**src/rtl/tpg_pkg.sv**
```systemverilog
// tpg_pkg: shared state type, default mode range and mode stepping for the TPG sequencer
package tpg_pkg;
  localparam int MODE_W = 4;
  localparam int MODE_MIN_DEF = 1;
  localparam int MODE_MAX_DEF = 11;
  typedef enum logic [1:0] {WAIT_LOCK, RUN, PEND} tpg_state_t;
  function automatic logic [MODE_W-1:0] next_mode(input logic [MODE_W-1:0] m, input int lo, input int hi);
    return (m == MODE_W'(hi)) ? MODE_W'(lo) : m + MODE_W'(1);
  endfunction
endpackage

```
**src/rtl/btn_debounce.sv**
```systemverilog
// btn_debounce: synchronise a raw button and accept a new level only after it holds steady
module btn_debounce #(
  parameter int DEBOUNCE_CYCLES = 250000
) (
  input  logic PXLCLK_I,
  input  logic RSTN_I,
  input  logic BTN_I,
  output logic LEVEL_O,
  output logic RISE_O
);
  localparam int CW = $clog2(DEBOUNCE_CYCLES + 1);
  logic s0, s1, flip;
  logic [CW-1:0] cnt;
  always_comb flip = s1 != LEVEL_O && cnt == CW'(DEBOUNCE_CYCLES - 1);
  always_ff @(posedge PXLCLK_I)
    if (!RSTN_I) begin
      s0 <= 1'b0;
      s1 <= 1'b0;
      cnt <= '0;
      LEVEL_O <= 1'b0;
      RISE_O <= 1'b0;
    end else begin
      s0 <= BTN_I;
      s1 <= s0;
      cnt <= (s1 == LEVEL_O || flip) ? '0 : cnt + CW'(1);
      LEVEL_O <= LEVEL_O ^ flip;
      RISE_O <= flip & s1;
    end
endmodule

```
**src/rtl/tpg_mode_sequencer.sv**
```systemverilog
// tpg_mode_sequencer: steps the test-pattern mode on frame starts, by button or every N frames
module tpg_mode_sequencer
  import tpg_pkg::*;
#(
  parameter int   MODE_MIN        = MODE_MIN_DEF,
  parameter int   MODE_MAX        = MODE_MAX_DEF,
  parameter int   FRAMES_PER_MODE = 120,
  parameter int   DEBOUNCE_CYCLES = 250000,
  parameter logic VS_POL          = 1'b0
) (
  input  logic              PXLCLK_I,
  input  logic              RSTN_I,
  input  logic              LOCKED_I,
  input  logic              VS_I,
  input  logic              BTN_NEXT_I,
  input  logic              AUTO_EN_I,
  output logic [MODE_W-1:0] TPG_MODE_O,
  output logic              MODE_CHG_O,
  output logic              FRAME_LED_O
);
  localparam int FW = $clog2(FRAMES_PER_MODE + 1);
  tpg_state_t st;
  logic vs_d, pend_btn, btn_lvl, btn_rise;
  logic fs, run, auto_req, btn_req, req, apply, fclr;
  logic [FW-1:0] fcnt;
  btn_debounce #(.DEBOUNCE_CYCLES(DEBOUNCE_CYCLES)) u_btn (
    .PXLCLK_I(PXLCLK_I),
    .RSTN_I  (RSTN_I),
    .BTN_I   (BTN_NEXT_I),
    .LEVEL_O (btn_lvl),
    .RISE_O  (btn_rise)
  );
  always_comb begin
    fs = VS_I == VS_POL && vs_d != VS_POL;
    run = st != WAIT_LOCK;
    auto_req = fs && run && AUTO_EN_I && fcnt == FW'(FRAMES_PER_MODE - 1);
    btn_req = btn_rise & btn_lvl;
    req = auto_req | btn_req;
    apply = fs && st == PEND;
    fclr = !AUTO_EN_I || auto_req || (apply && pend_btn);
  end
  // a request seen on the applying fs re-arms PEND so it lands on the next frame
  always_ff @(posedge PXLCLK_I)
    if (!RSTN_I) begin
      st <= WAIT_LOCK;
      TPG_MODE_O <= MODE_W'(MODE_MIN);
      MODE_CHG_O <= 1'b0;
      FRAME_LED_O <= 1'b0;
      fcnt <= '0;
      pend_btn <= 1'b0;
      vs_d <= 1'b0;
    end else if (!LOCKED_I) begin
      st <= WAIT_LOCK;
      TPG_MODE_O <= MODE_W'(MODE_MIN);
      MODE_CHG_O <= 1'b0;
      fcnt <= '0;
      pend_btn <= 1'b0;
      vs_d <= VS_I;
    end else begin
      st <= !run ? RUN : req ? PEND : apply ? RUN : st;
      TPG_MODE_O <= apply ? next_mode(TPG_MODE_O, MODE_MIN, MODE_MAX) : TPG_MODE_O;
      MODE_CHG_O <= apply;
      FRAME_LED_O <= FRAME_LED_O ^ (fs && run);
      fcnt <= fclr ? '0 : fcnt + FW'(fs && run);
      pend_btn <= run && (btn_req || (pend_btn && !apply));
      vs_d <= VS_I;
    end
endmodule
```
**config.mk**
```make
export PLATFORM = sky130hd
export DESIGN_NAME = tpg_mode_sequencer
export DESIGN_NICKNAME = d
export VERILOG_FILES = /design/src/rtl/tpg_pkg.sv /design/src/rtl/btn_debounce.sv /design/src/rtl/tpg_mode_sequencer.sv
export SDC_FILE = /design/constraint.sdc
export NUM_CORES = 1
export LEC_CHECK = 0
export CAP_MARGIN = 10
export CORE_UTILIZATION = 35
export CTS_CLUSTER_SIZE = 12
export DETAILED_ROUTE_END_ITERATION = 8
export HOLD_SLACK_MARGIN = 0.15
export PLACE_DENSITY = 0.55
export SLEW_MARGIN = 20
export SYNTH_ARGS = -nofsm -noshare
export SYNTH_HDL_FRONTEND = slang
export SYNTH_SLANG_ARGS = --single-unit
```
**constraint.sdc**
```tcl
create_clock -name PXLCLK_I -period 1.6 [get_ports PXLCLK_I]
set_input_delay 0.16 -clock PXLCLK_I [delete_from_list [all_inputs] [get_ports PXLCLK_I]]
set_output_delay 0.16 -clock PXLCLK_I [all_outputs]
set_load 0.02 [all_outputs]
```
* Word level (Yosys, flattened, before mapping) *
Index checks and enable logic that the tools add are counted.

word-level totals
  bits of input ports = 6
  word-level logic and storage cells = 56
  output and inout bits = 6
  flip-flop bits (word level) = 39

operators by class
  reductions and logical operators = 21
  equal/unequal tests = 7
  mux-type cells = 4
  add/subtract/negate cells = 3
  bitwise gates (word level) = 8

operators with widths
  operator                                       count
  adder 18 x 1 -> 18 bit, second input constant  1
  equality test 18 bit, second input constant    1
  logical AND 1 bit                              9
  adder 7 x 1 -> 7 bit                           1
  equality test 7 bit, second input constant     1
  adder 4 x 1 -> 4 bit, second input constant    1
  equality test 4 bit, second input constant     1
  logical OR 1 bit                               4
  2-to-1 mux 2 bit                               2
  2-to-1 mux 4 bit                               1
  nonzero test 2 bit                             2
  != test 3 x 1 -> 1 bit, second input constant  1
  NOT 1 bit                                      3
  AND reduction 3 bit                            1
  OR reduction 3 bit                             1
  AND 1 bit                                      2
  equality test 2 bit, second input constant     1
  zero test 1 bit                                2
  AND reduction 2 bit                            1
  OR reduction 2 bit                             1
  bitwise XOR 1 bit                              2
  equality test 1 bit                            1
  2-to-1 mux 1 bit                               1
  != test 1 bit                                  1
  bitwise OR 1 bit                               1

* Depth between registers and ports, before layout *
  depth in word-level cells = 8
  mapped depth = 8

* Cells and area by module *
A second synthesis with hierarchy kept.

unflattened totals
  cells, all modules = 189
  area total of the unflattened synthesis = 1754.2 µm²

modules (own cells, without submodules)
  module              area each (µm²)  instances  cells each
  btn_debounce        1016.0           1          109
  tpg_mode_sequencer  738.2            1          80

* Worst setup path before layout *
No wires, ideal clock.

  path kind = reg-to-reg
  from = register u_btn.cnt[0]
  to = register u_btn.cnt[9]
  clock period less this slack = 1611 ps
  required time = 1485 ps
  setup time = 115 ps
  setup slack = -11 ps
  cell stages (with the launch flop) = 6
  arrival = 1496 ps
  path buffers = 1
  cells stage by stage = dfxtp_1 > ha_1 > nand3_1 > o41ai_4 > buf_6 > nor2_2

between the ends
  cells in the longest elaborated chain, start to end = 4
  elaborated cells between the ends (all ways) = 5
  those cells by class = add/sub: 1; eq/ne: 1; reduce/logical: 3

ends and longest elaborated chain
  item                                                                            RTL line            source
  start, declared                                                                 btn_debounce.sv:13  logic [CW-1:0] cnt;
  start signal, assigned                                                          btn_debounce.sv:25  cnt <= (s1 == LEVEL_O || flip) ? '0 : cnt + CW'(1);
  parallel branches: the longest is 4 deep, another holds adder 18 x 1 -> 18 bit  --

Parallel ways; which one is timed is not known.
A chain may end at the register's enable or synchronous reset.

* Worst setup path in the final report *
  from = register u_btn.cnt[11]
  to = register u_btn.cnt[3]

between the ends
  cells in the longest elaborated chain, start to end = 4

ends and longest elaborated chain
  item                          RTL line            source
  equality test 18 bit          btn_debounce.sv:14  always_comb flip = s1 != LEVEL_O && cnt == CW'(DEBOUNCE_CYCLES - 1);
  logical AND 1 bit             btn_debounce.sv:14
  logical OR 1 bit              btn_debounce.sv:25
  OR reduction 2 bit (no line)  --

Every way passes these cells.

==> flow_summary.yaml <==
outcome:
  result_of_the_run: "finished clean"
sta:
  final.period_utilization_pct: 99.2
  hold_viol_final: 0
  finalWorstSetupSlack_ns: 0.0122
  slew_headroom_pct: 76.4
  worst_slew_pin_slew_ns: 0.351
  fmax_mhz: 630
  worst_hold_slack_ns: 0.435
  slew_violations: 0
  setup_viol: 0
  post_route_clock_skew_ns: 0.00629
  finalCriticalPeriod_ns: 1.59
  rsz0062_at_grt: "yes"
yosys:
  dominantRegCellSynth: "dfxtp_1"
  synth-edff-count: 0
  mappedNetlistNets: 197
  synth_cell_types: 42
  seq_area_frac_synth_pct: 44.1
  portion_of_synthesized_cell_area_occupied_by_the_leading_cell_type_pct: 44.1
  netlist_area_mm2: 0.00177
  post_synth_inst_count: 187
  avgSynthCellArea_um2: 9.47
  synthesis.yosys.warnings: 0
  synth.ff_latch_count: 39
  yosys.area.top_type: "dfxtp_1"
  post_synth_main_area_contributors: "dfxtp_1 44%, xor2_1 6.4%, xnor2_1 4.4%"
  postSynth.asyncResetShare_pct: 0
global_route:
  grt_pass1_vias: 1355
  global_route.usage.met1_pct: 17.9
  met2_usage_pct: 23.9
  antenna_violations_before_repair: 0
  m3_gr_usage_pct: 3.73
  grt_remaining_overflow: 0
  grt_first_pass_wirelength_um: 5940
  grt_start_max_net_pins: 14
  grt_util_all_layers_pct: 14.6
  grt.busiest_layer: "met2"
place:
  gp_weighted_congestion: 0.805
  dpl.hpwl_um: 2580
  placement.setup.worst_slack_ns: -0.271
  buffer_ports.inserted: 11
power:
  power.total_mw: 1.86
  sequential_fraction_of_design_power_pct: 52.8
  pwr_density_cell_mw_per_mm2: 831
  switching_share_pct: 20.8
  ir_drop_v: 0.000503
  p_int_mw: 1.47
  power_frac_clock_pct: 44.0
  power_switching_uw: 386
  logic_pwr_share_pct: 3.2
  standby_leakage_power_nw: 0.754
floorplan:
  die_ar_mm2: 0.00535
  fp.dieH_um: 73.1
  initial_utilization_pct: 37.0
  die-width_um: 73.1
  core.rowCount: 25
  boundary_pins: 12
  fp.coreArea_mm2: 0.00479
drt:
  detail_route_antenna_nets: 0
  routed_wire_length_per_instance_um: 12.6
  drtPass1Iterations: 4
  vias_per_cell: 4.92
  detail_route.iter0.violations: 59
  remaining_drc_errors: 0
  routed_wl_um: 3600
  num_vias: 1407
clock_tree:
  ctsRootBufferMaster: "clkbuf_8"
  cts_hold_buffers: 0
  clkLatencyLatePin_ns: 0.29
  ctsHtreeMaxLevel: 2
  clock_tree_from_tritoncts: "built"
  cts.path.max_buffers: 2
  tritoncts_num_sinks: 39
  tritoncts.num_buffers: 5
  path_clk_slew_ns: 0.08
worst_hold_path:
  holdCritPathClass: "reg2reg"
worst_setup_path:
  r2r_setup_slk_ns: 0.01
  cp-start-kind: "register"
  endpoint_type_of_the_worst_setup_path: "register"
  critPathRequiredTime_ns: 1.78
  crit_fanout: 10
  critPathArrivalTime_ns: 1.76
  timing_worst_setup_path_type: "reg2reg"
finish:
  multi_input_comb_area_um2: 987
  ff_latch_area_um2: 785
  layout.cells.most_common_list: "36 x dfxtp_1, 18 x nor2_1, 15 x nand2_1, 15 x buf_4, 12 x xor2_1"
  final_common_cell: "dfxtp_1"
  antenna-diode-count: 0
  synthToLayoutAreaGrowth_pct: 26.2
  fillerInstances: 449
  num-nets-final: 228
  drive_above_1_share_pct: 25.6
flow_run:
  cap_violations: 0
[power by group through the flow]
| stage | registers [mW] | clock network, mW | logic [mW] |
|---|---|---|---|
| 2_1_floorplan | 1.00 | 0 | 0.0299 |
| 4_1_cts | 0.979 | 0.845 | 0.0568 |
| 3_3_place_gp | 1.00 | 0 | 0.0542 |
| 5_1_grt | 0.982 | 0.887 | 0.0654 |
| 3_5_place_dp | 1.00 | 0 | 0.0550 |
| 6_report | 0.981 | 0.818 | 0.0598 |
[layout make-up]
| class | count | area share [%] |
|---|---|---|
| well taps | 67 | 3.75 |
| clock buffers | 5 | 3.08 |
| flip-flops and latches | 39 | 35.1 |
| clock inverters | 3 | 1.96 |
| inverters | 3 | 0.504 |
| multi-input cells | 140 | 44.2 |
| repair buffers | 29 | 11.5 |
[what timing repair did]
action	CTS	global route
setup buffers	0	0
setup endpoints to repair	11	19
gates resized for setup	3	13
pin swaps	1	6
[through the flow]
| step | instances | area, um2 | TNS [ns] | util, % |
|---|---|---|---|---|
| after floorplan | 187 | 1780 | 0 | - |
| after global placement | 278 | 2060 | -0.697 | 43.1 |
| after detailed placement | 278 | 2060 | -1.04 | 43.1 |
| after CTS | 286 | 2190 | -0.00332 | 45.7 |
| after global routing | 286 | 2240 | -0.698 | 46.7 |
| final | 286 | 2240 | 0 | 46.7 |
[state kept, by name, summed over array words and instances (netlist names), named ones only]
name          cells
st                2
vs_d              1
fcnt              7
MODE_CHG_O        1
FRAME_LED_O       1
u_btn.cnt        18
TPG_MODE_O        4
u_btn.s1          1
u_btn.RISE_O      1
u_btn.s0          1
pend_btn          1
[kinds of logic (layout without fill, tap and decap cells)]
kind of cell | count (synthesis) | count (layout) | share of synthesized area (%)
flip-flops | 39 | 39 | 44.1
XOR/XNOR | 22 | 22 | 10.9
buffers and inverters | 8 | 40 | 3.04
AO/OA/AOI/OAI | 15 | 15 | 6.85
adder cells (fa/ha/maj) | 4 | 4 | 2.82
multiplexers | 1 | 1 | 0.565
AND/OR/NAND/NOR | 98 | 98 | 31.8
[per-layer routing]
| layer | wire [um] | share of wire, % |
|---|---|---|
| met4 | 63 | 1.8 |
| met2 | 1800 | 50 |
| met1 | 1660 | 46 |
| met5 | 0 | 0 |
| met3 | 71 | 2.0 |
[synthesized netlist by cell type (4+ instances only)]
cell type  count
xor2_1        13
nor3_1         5
nand2_1       15
nand4_1        9
a21oi_1        4
nand3_1       10
nor4_1         4
and2_1         6
xnor2_1        9
nor2_2        10
ha_1           4
dfxtp_1       39
nor2_1        20
[critical path, stage by stage (launching register included)]
cell and delay [ns]:
dfxtp_2 0.34, nor4_4 0.28, nand4_2 0.15, buf_6 0.16
o41ai_4 0.28, buf_6 0.21, nor2_1 0.06
[path summary, 6_finish.rpt]
| check | from | endpoint | cells past startpoint |
|---|---|---|---|
| max | u_btn.cnt[11] | u_btn.cnt[3] | 6 |
| min | u_btn.s0 | u_btn.s1 | 1 |
| max reg2reg | u_btn.cnt[11] | u_btn.cnt[3] | 6 |
| min reg2reg | u_btn.s0 | u_btn.s1 | 1 |
No activity file was read; power rests on OpenSTA's default activity.
